--- config.mk ---
export PLATFORM = sky130hd
export DESIGN_NAME = decoder_seq
export DESIGN_NICKNAME = d
export VERILOG_FILES = /design/src/rtl/decoder_seq.sv
export SDC_FILE = /design/constraint.sdc
export NUM_CORES = 1
export LEC_CHECK = 0
export CORE_MARGIN = 2
export CORE_UTILIZATION = 35
export DETAILED_ROUTE_END_ITERATION = 10
export MAX_ROUTING_LAYER = met4
export PLACE_DENSITY = 0.76
export SETUP_SLACK_MARGIN = 0.5
export SYNTH_ARGS = -nofsm -noshare
export SYNTH_HDL_FRONTEND = slang
export SYNTH_SLANG_ARGS = --single-unit
--- constraint.sdc ---
create_clock -name clk -period 1.4 [get_ports clk]
set_input_delay 0.28 -clock clk [delete_from_list [all_inputs] [get_ports clk]]
set_output_delay 0.28 -clock clk [all_outputs]
set_load 0.1 [all_outputs]
--- src/rtl/decoder_seq.sv ---
// decoder_seq: registered binary-to-one-hot decoder with a valid/ready
// handshake on both the input and the output side.
// Build option: define DECODER_SEQ_SCAN_EN to compile in the walking-one
// sweep (IDLE/SCAN FSM, scan index, scan_start and busy). Without it,
// scan_start is ignored, busy is tied low and only the decode path exists.
// OUT must equal 2**IN.
module decoder_seq #(
  parameter int IN  = 3,
  parameter int OUT = 8
) (
  input  logic           clk,
  input  logic           rst_n,
  input  logic           en,
  input  logic           in_valid,
  input  logic [IN-1:0]  in_code,
  output logic           in_ready,
  output logic [OUT-1:0] y,
  output logic           y_valid,
  input  logic           y_ready,
  input  logic           scan_start,
  output logic           busy
);

  // Output word register and its "undelivered" flag.
  logic [OUT-1:0] y_q;
  logic           y_valid_q;

  // Decoded input code, loaded into y_q on an input transfer.
  logic [OUT-1:0] code_d;

  // The output register can take a new word this cycle.
  logic slot_free;
  // Handshake events; a disabled block neither accepts nor delivers.
  logic in_xfer;
  logic out_xfer;

  // One-hot decode of the incoming code, one comparator per output bit.
  generate
    for (genvar gi = 0; gi < OUT; gi++) begin : g_code_dec
      assign code_d[gi] = (in_code == IN'(gi));
    end
  endgenerate

  assign slot_free = !y_valid_q || y_ready;
  assign in_xfer   = in_valid && in_ready;
  assign out_xfer  = en && y_valid_q && y_ready;

  assign y       = y_q;
  assign y_valid = y_valid_q;

`ifdef DECODER_SEQ_SCAN_EN

  typedef enum logic {
    IDLE = 1'b0,
    SCAN = 1'b1
  } state_t;

  // Index of the last sweep word; its load ends the sweep.
  localparam logic [IN-1:0] LAST_IDX = IN'(OUT - 1);

  state_t         state_q;
  logic [IN-1:0]  idx_q;
  logic           busy_q;

  // Decoded scan index, loaded into y_q on each sweep step.
  logic [OUT-1:0] idx_d;

  // One-hot decode of the sweep index.
  generate
    for (genvar gi = 0; gi < OUT; gi++) begin : g_idx_dec
      assign idx_d[gi] = (idx_q == IN'(gi));
    end
  endgenerate

  // A scan request in the same cycle wins over an input word, so the
  // input is refused whenever scan_start is seen.
  assign in_ready = en && (state_q == IDLE) && !scan_start && slot_free;
  assign busy     = busy_q;

  // FSM plus output register: decode loads in IDLE, sweep loads in SCAN.
  always_ff @(posedge clk or negedge rst_n) begin
    if (!rst_n) begin
      state_q   <= IDLE;
      idx_q     <= '0;
      busy_q    <= 1'b0;
      y_q       <= '0;
      y_valid_q <= 1'b0;
    end else if (en) begin
      case (state_q)
        IDLE: begin
          if (scan_start) begin
            state_q <= SCAN;
            idx_q   <= '0;
            busy_q  <= 1'b1;
            if (out_xfer) begin
              y_valid_q <= 1'b0;
            end
          end else if (in_xfer) begin
            y_q       <= code_d;
            y_valid_q <= 1'b1;
          end else if (out_xfer) begin
            y_valid_q <= 1'b0;
          end
        end
        SCAN: begin
          if (slot_free) begin
            y_q       <= idx_d;
            y_valid_q <= 1'b1;
            if (idx_q == LAST_IDX) begin
              state_q <= IDLE;
              idx_q   <= '0;
              busy_q  <= 1'b0;
            end else begin
              idx_q <= idx_q + 1'b1;
            end
          end
        end
        default: begin
          state_q <= IDLE;
          idx_q   <= '0;
          busy_q  <= 1'b0;
        end
      endcase
    end
  end

`else

  // Sweep logic absent: the block is always idle and scan_start has no use.
  logic unused_scan_start;
  assign unused_scan_start = scan_start;

  assign in_ready = en && slot_free;
  assign busy     = 1'b0;

  // Output register: load on input transfer, clear valid on delivery.
  always_ff @(posedge clk or negedge rst_n) begin
    if (!rst_n) begin
      y_q       <= '0;
      y_valid_q <= 1'b0;
    end else if (en) begin
      if (in_xfer) begin
        y_q       <= code_d;
        y_valid_q <= 1'b1;
      end else if (out_xfer) begin
        y_valid_q <= 1'b0;
      end
    end
  end

`endif

endmodule

==> flow_metrics.py, run 1 <==
metrics = {
    "cts": {
        "clock_latency_ns": 0.27,
        "cts_max_path_buffers": 2,
        "cts_max_level": 1,
        "cts_root_buf": "clkbuf_4",
        "cts_buffers": 3,
        "clock-sinks": 9,
        "tritoncts": "built",
        "clk_pin_slew_ns": 0.06,
    },
    "hold_path": {
        "worstHoldPathType": "in2async",
    },
    "run_status": {
        "outcome": "finished, violations left",
        "violations": "setup timing",
    },
    "critical_path": {
        "critPathRequiredTime_ns": 1.12,
        "r2r_setup_slack_ns": 0.07,
        "cp_slowest_cell": "dfrtp_4",
        "critPathMaxFanout": 2,
        "startpoint_type": "register",
        "cp-end-kind": "output pin",
        "path_cells": "nand2b_4, buf_6, and2_4, buf_12",
        "critical_path_class": "reg2out",
        "slowest_delay_ns": 0.49,
        "cp.arrival_ns": 1.25,
    },
    "detailed_routing": {
        "drt_iter0_drc": 2,
        "wl_per_cell_um": 13.42,
        "drt-total-wl_um": 993,
        "drc": 0,
        "final_antenna_net_count": 0,
        "avgViaCountPerCell": 4.649,
        "first_pass_iters": 2,
        "vias": 344,
    },
    "logic_synthesis": {
        "postSynthAreaPerCell_um2": 13.88,
        "ys_seq_area_share_pct": 49.18,
        "synth_cell_type_count": 14,
        "ys_ff_latch": 9,
        "ys_warn_count": 0,
        "netlist_area_um2": 457.9,
        "yosysTopAreaCellShare_pct": 49.18,
        "postSynthCellCount": 33,
        "ys_top_cells_by_area": "dfrtp_1, mux2_4, nor3b_1",
        "synth_ff_type": "dfrtp_1",
        "synth.most_common_cell": "dfrtp_1",
        "syn_nets": 42,
        "synth.top_cells.by_count": "dfrtp_1, mux2_4, nor3b_1",
        "synth_edf_count": 0,
        "yosysTopAreaCell": "dfrtp_1",
        "ys_async_sr_fraction_pct": 100.0,
    },
    "placement": {
        "place.gp.congestion": 0.6690,
        "numPlacedInstances": 65,
        "hpwl_um": 709.5,
        "io_buffers": 17,
    },
    "grt": {
        "grt_pass1_wl_mm": 1.725,
        "track_usage_pct": 18.02,
        "grt_pass1_vias": 374,
        "gr-total-overflow": 0,
        "antenna_found_initial": 0,
        "grt_max_degree": 10,
    },
    "sta": {
        "setup_viol": 2,
        "rsz0062_at_grt": "true",
        "period_share_pct": 109.5,
        "layout_setup_ws_ns": -0.1332,
        "fin_tns_setup_ns": -0.1916,
        "max_clock_freq_ghz": 0.6522,
        "drv_slew": 0,
        "fin_skew_ns": 0.001022,
        "hold_violations": 0,
        "min_period_ns": 1.533,
    },
    "floorplanning": {
        "die_x_um": 40.17,
        "start_util_pct": 36.56,
        "rows": 13,
        "coreArea_mm2": 0.001252,
        "die_y_um": 40.17,
        "io_pins": 20,
        "die_area_mm2": 0.001614,
    },
    "finish": {
        "diodes": 0,
        "final_cells": 74,
        "area_growth_pct": 91.26,
        "nets": 69,
        "drive_gt1_share_pct": 67.80,
    },
    "pwr": {
        "leakage_nw": 0.3902,
        "pwr_density_cell_mw_per_mm2": 1273,
        "ir_drop_v": 0.0006961,
        "power_mw": 1.115,
    },
    "job": {
        "cap_violations": 0,
    },
}
==> final cells by class <==
| cell class | count | area [um2] |
|---|---|---|
| Clock buffer | 4 | 26.28 |
| Fill cell | 88 | 376.6 |
| Multi-Input combinational cell | 22 | 226.5 |
| Sequential cell | 9 | 259.0 |
| Tap cell | 15 | 18.77 |
| Timing Repair Buffer | 24 | 345.3 |
==> routing by layer <==
metal,vias to the layer above,track usage (%),wire [um]
li1,164,-,-
met3,2,5.000,53
met1,165,20.69,371
met2,13,28.23,550
met5,-,-,0
met4,0,10.00,19
==> sequential cells by signal, summed over array words and instances (netlist names) <==
| signal | count |
|---|---|
| y | 8 |
| y_valid | 1 |
==> layout by cell type (no fill, tap or decap), drive strengths merged, types with 2 or more instances in the layout <==
cell           instances
clkdlybuf4s50          6
nor3b                  3
buf                   17
dfrtp                  9
and3b                  2
mux2                   9
clkbuf                 4
and3                   2
==> metrics by stage <==
stage               area [um2]  hold slack (ns)  util, %  setup slack [ns]
floorplan                496.7         -0.01557        -           -0.1194
global placement         794.5           0.5766    63.44           -0.1893
detailed placement       794.5           0.5759    63.44           -0.1931
CTS                      860.8           0.3208    68.73           -0.1196
global route             875.8           0.3385    69.93           -0.1637
finish                   875.8           0.3076    69.93           -0.1332
==> where the power goes <==
| part | switching, mW | internal (mW) |
|---|---|---|
| Combinational | 0.323 | 0.238 |
| Clock | 0.100 | 0.110 |
| Sequential | 0.0338 | 0.309 |
| Total | 0.457 | 0.658 |
==> worst max-delay path, delay by kind of cell (launching register included) <==
family                 cells  cell delay [ns]
buffers and inverters      2             0.25
AND/OR/NAND/NOR            2             0.23
flip-flops                 1             0.49
==> cells by family (layout without fill, tap and decap cells) <==
| logic type | after synthesis | count (layout) | share of synthesized area [%] |
|---|---|---|---|
| buffers and inverters | 2 | 28 | 4.099 |
| flip-flops | 9 | 9 | 49.18 |
| multiplexers | 9 | 9 | 28.69 |
| other | 1 | 1 | 0.8189 |
| AND/OR/NAND/NOR | 12 | 12 | 17.21 |
==> final timing paths <==
kind,cells after the start,end,startpoint
worst min register to register,1,y[3]$_DFFE_PN0P_,y[3]$_DFFE_PN0P_
worst min-delay path,1,y[7]$_DFFE_PN0P_,rst_n
max in group asynchronous,1,y[1]$_DFFE_PN0P_,rst_n
worst max-delay path,4,in_ready,y_valid$_DFFE_PN0P_
worst max register to register,4,y[4]$_DFFE_PN0P_,y_valid$_DFFE_PN0P_
min in group clk,1,y[3]$_DFFE_PN0P_,y[3]$_DFFE_PN0P_
==> what timing repair did <==
item	in CTS	in global routing
resized for setup	5	0
setup endpoints to repair	19	19
setup buffers	3	2
hold buffers	0	0
Power figures use the tool's default switching activity.
==> inputs of run 2 (changes only) <==
--- a/config.mk
+++ b/config.mk
@@ -5,9 +5,12 @@
 export SDC_FILE = /design/constraint.sdc
 export NUM_CORES = 1
 export LEC_CHECK = 0
+export ABC_CLOCK_PERIOD_IN_PS = 1400
 export CORE_MARGIN = 2
 export CORE_UTILIZATION = 35
+export CTS_BUF_LIST = sky130_fd_sc_hd__clkbuf_2 sky130_fd_sc_hd__clkbuf_4 sky130_fd_sc_hd__clkbuf_8
 export DETAILED_ROUTE_END_ITERATION = 10
+export HOLD_SLACK_MARGIN = 0.02
 export MAX_ROUTING_LAYER = met4
 export PLACE_DENSITY = 0.76
 export SETUP_SLACK_MARGIN = 0.5
==> flow_metrics.py, run 2 (synthesis results as in run 1) <==
metrics = {
    "pwr": {
        "ir_drop_v": 0.0006999,
        "leakage_nw": 0.3936,
        "pwr_density_cell_mw_per_mm2": 1291,
    },
    "grt": {
        "grt_pass1_vias": 374,
        "grt_max_degree": 10,
        "antenna_found_initial": 0,
        "track_usage_pct": 18.14,
        "grt_pass1_wl_mm": 1.738,
        "gr-total-overflow": 0,
    },
    "finish": {
        "final.fill_count": 86,
        "drive_gt1_share_pct": 69.49,
        "area_growth_pct": 92.08,
        "nets": 69,
        "diodes": 0,
        "largest_reg_flops": 8,
        "final_common_cell": "buf_12",
        "layout_common_cells": "buf_12, mux2_4, dfrtp_4",
    },
    "floorplanning": {
        "io_pins": 20,
        "die_y_um": 40.17,
        "coreArea_mm2": 0.001252,
        "die_x_um": 40.17,
        "die_area_mm2": 0.001614,
        "rows": 13,
        "start_util_pct": 36.56,
    },
    "sta": {
        "layout_setup_ws_ns": -0.1358,
        "max_clock_freq_ghz": 0.6511,
        "min_period_ns": 1.536,
        "setup_viol": 2,
        "hold_violations": 0,
        "drv_slew": 0,
        "fin_skew_ns": 0.0001792,
        "rsz0062_at_grt": "true",
        "period_share_pct": 109.7,
        "fin_tns_setup_ns": -0.1967,
    },
    "critical_path": {
        "startpoint_type": "register",
        "cp_slowest_cell": "dfrtp_4",
        "r2r_setup_slack_ns": 0.07,
        "cp-end-kind": "output pin",
        "rr_endpoint": "y[4]$_DFFE_PN0P_",
        "cp_num_buf_inv": 2,
        "reg2regPathDepth": 4,
        "path_cells": "nand2b_4, buf_6, and2_4, buf_12",
        "worstReg2RegStart": "y_valid$_DFFE_PN0P_",
        "critPathRequiredTime_ns": 1.12,
        "crit_family": "flip-flops",
        "critPathMaxFanout": 2,
        "critical_path_class": "reg2out",
        "cp.arrival_ns": 1.26,
        "crit_start": "y_valid$_DFFE_PN0P_",
        "slowest_delay_ns": 0.50,
    },
    "cts": {
        "clock-sinks": 9,
        "cts_max_level": 1,
        "clk_pin_slew_ns": 0.06,
        "cts_buffers": 3,
        "cts_hold_buf": 0,
        "clock_latency_ns": 0.27,
        "cts_max_path_buffers": 2,
        "tritoncts": "built",
        "cts_root_buf": "clkbuf_4",
    },
    "hold_path": {
        "worstHoldPathType": "in2async",
    },
    "placement": {
        "place.gp.congestion": 0.6690,
        "hpwl_um": 709.5,
        "io_buffers": 17,
        "pre_cts_ws_ns": -0.1931,
    },
    "detailed_routing": {
        "avgViaCountPerCell": 4.649,
        "vias": 344,
        "drt_iter0_drc": 2,
        "final_antenna_net_count": 0,
        "drt-total-wl_um": 998,
        "wl_per_cell_um": 13.49,
        "drc": 0,
        "first_pass_iters": 2,
    },
    "run_status": {
        "outcome": "finished, violations left",
        "violations": "setup timing",
    },
    "job": {
        "cap_violations": 0,
    },
}
run 2: repair_timing:
item	in CTS	in global routing
setup buffers	3	2
setup endpoints to repair	19	19
gates resized for setup	5	0
run 2: through the flow:
step                util, %  cells  total power, mW  hold WS [ns]  area [um2]
finish                70.23     74            1.136        0.3079       879.6
floorplan                 -     33           0.6648      -0.01557       496.7
detailed placement    63.44     65           0.8707        0.5759       794.5
global placement      63.44     65           0.8639        0.5766       794.5
CTS                   69.03     72            1.133        0.3207       864.6
global route          70.23     74            1.173        0.3385       879.6
run 2: area by class of cell:
cell class | instances | area [um2] | area share, %
multi-input cells | 22 | 226.5 | 25.75
well taps | 15 | 18.77 | 2.134
flip-flops and latches | 9 | 259.0 | 29.45
repair buffers | 24 | 345.3 | 39.26
clock buffers | 4 | 30.03 | 3.414
run 2: worst max-delay path by stage:
| stage | slack, ns | endpoint | cells past startpoint |
|---|---|---|---|
| after floorplan | -0.12 | y_valid$_DFFE_PN0P_ | 3 |
| after global placement | -0.19 | y[4]$_DFFE_PN0P_ | 5 |
| after detailed placement | -0.19 | y[5]$_DFFE_PN0P_ | 5 |
| after CTS | -0.12 | in_ready | 4 |
| after global routing | -0.17 | in_ready | 4 |
| final | -0.14 | in_ready | 4 |
run 2: metal layers:
layer,global-route usage (%),vias up,wire (um)
li1,-,164,-
met1,21.03,165,377
met2,28.23,13,548
met3,5.000,2,53
met4,10.00,0,19
met5,-,-,0
run 2: power breakdown:
part           switching, mW  total (mW)  internal (mW)
clock network          0.101       0.231          0.130
logic                  0.323       0.561          0.238
registers             0.0341       0.344          0.309
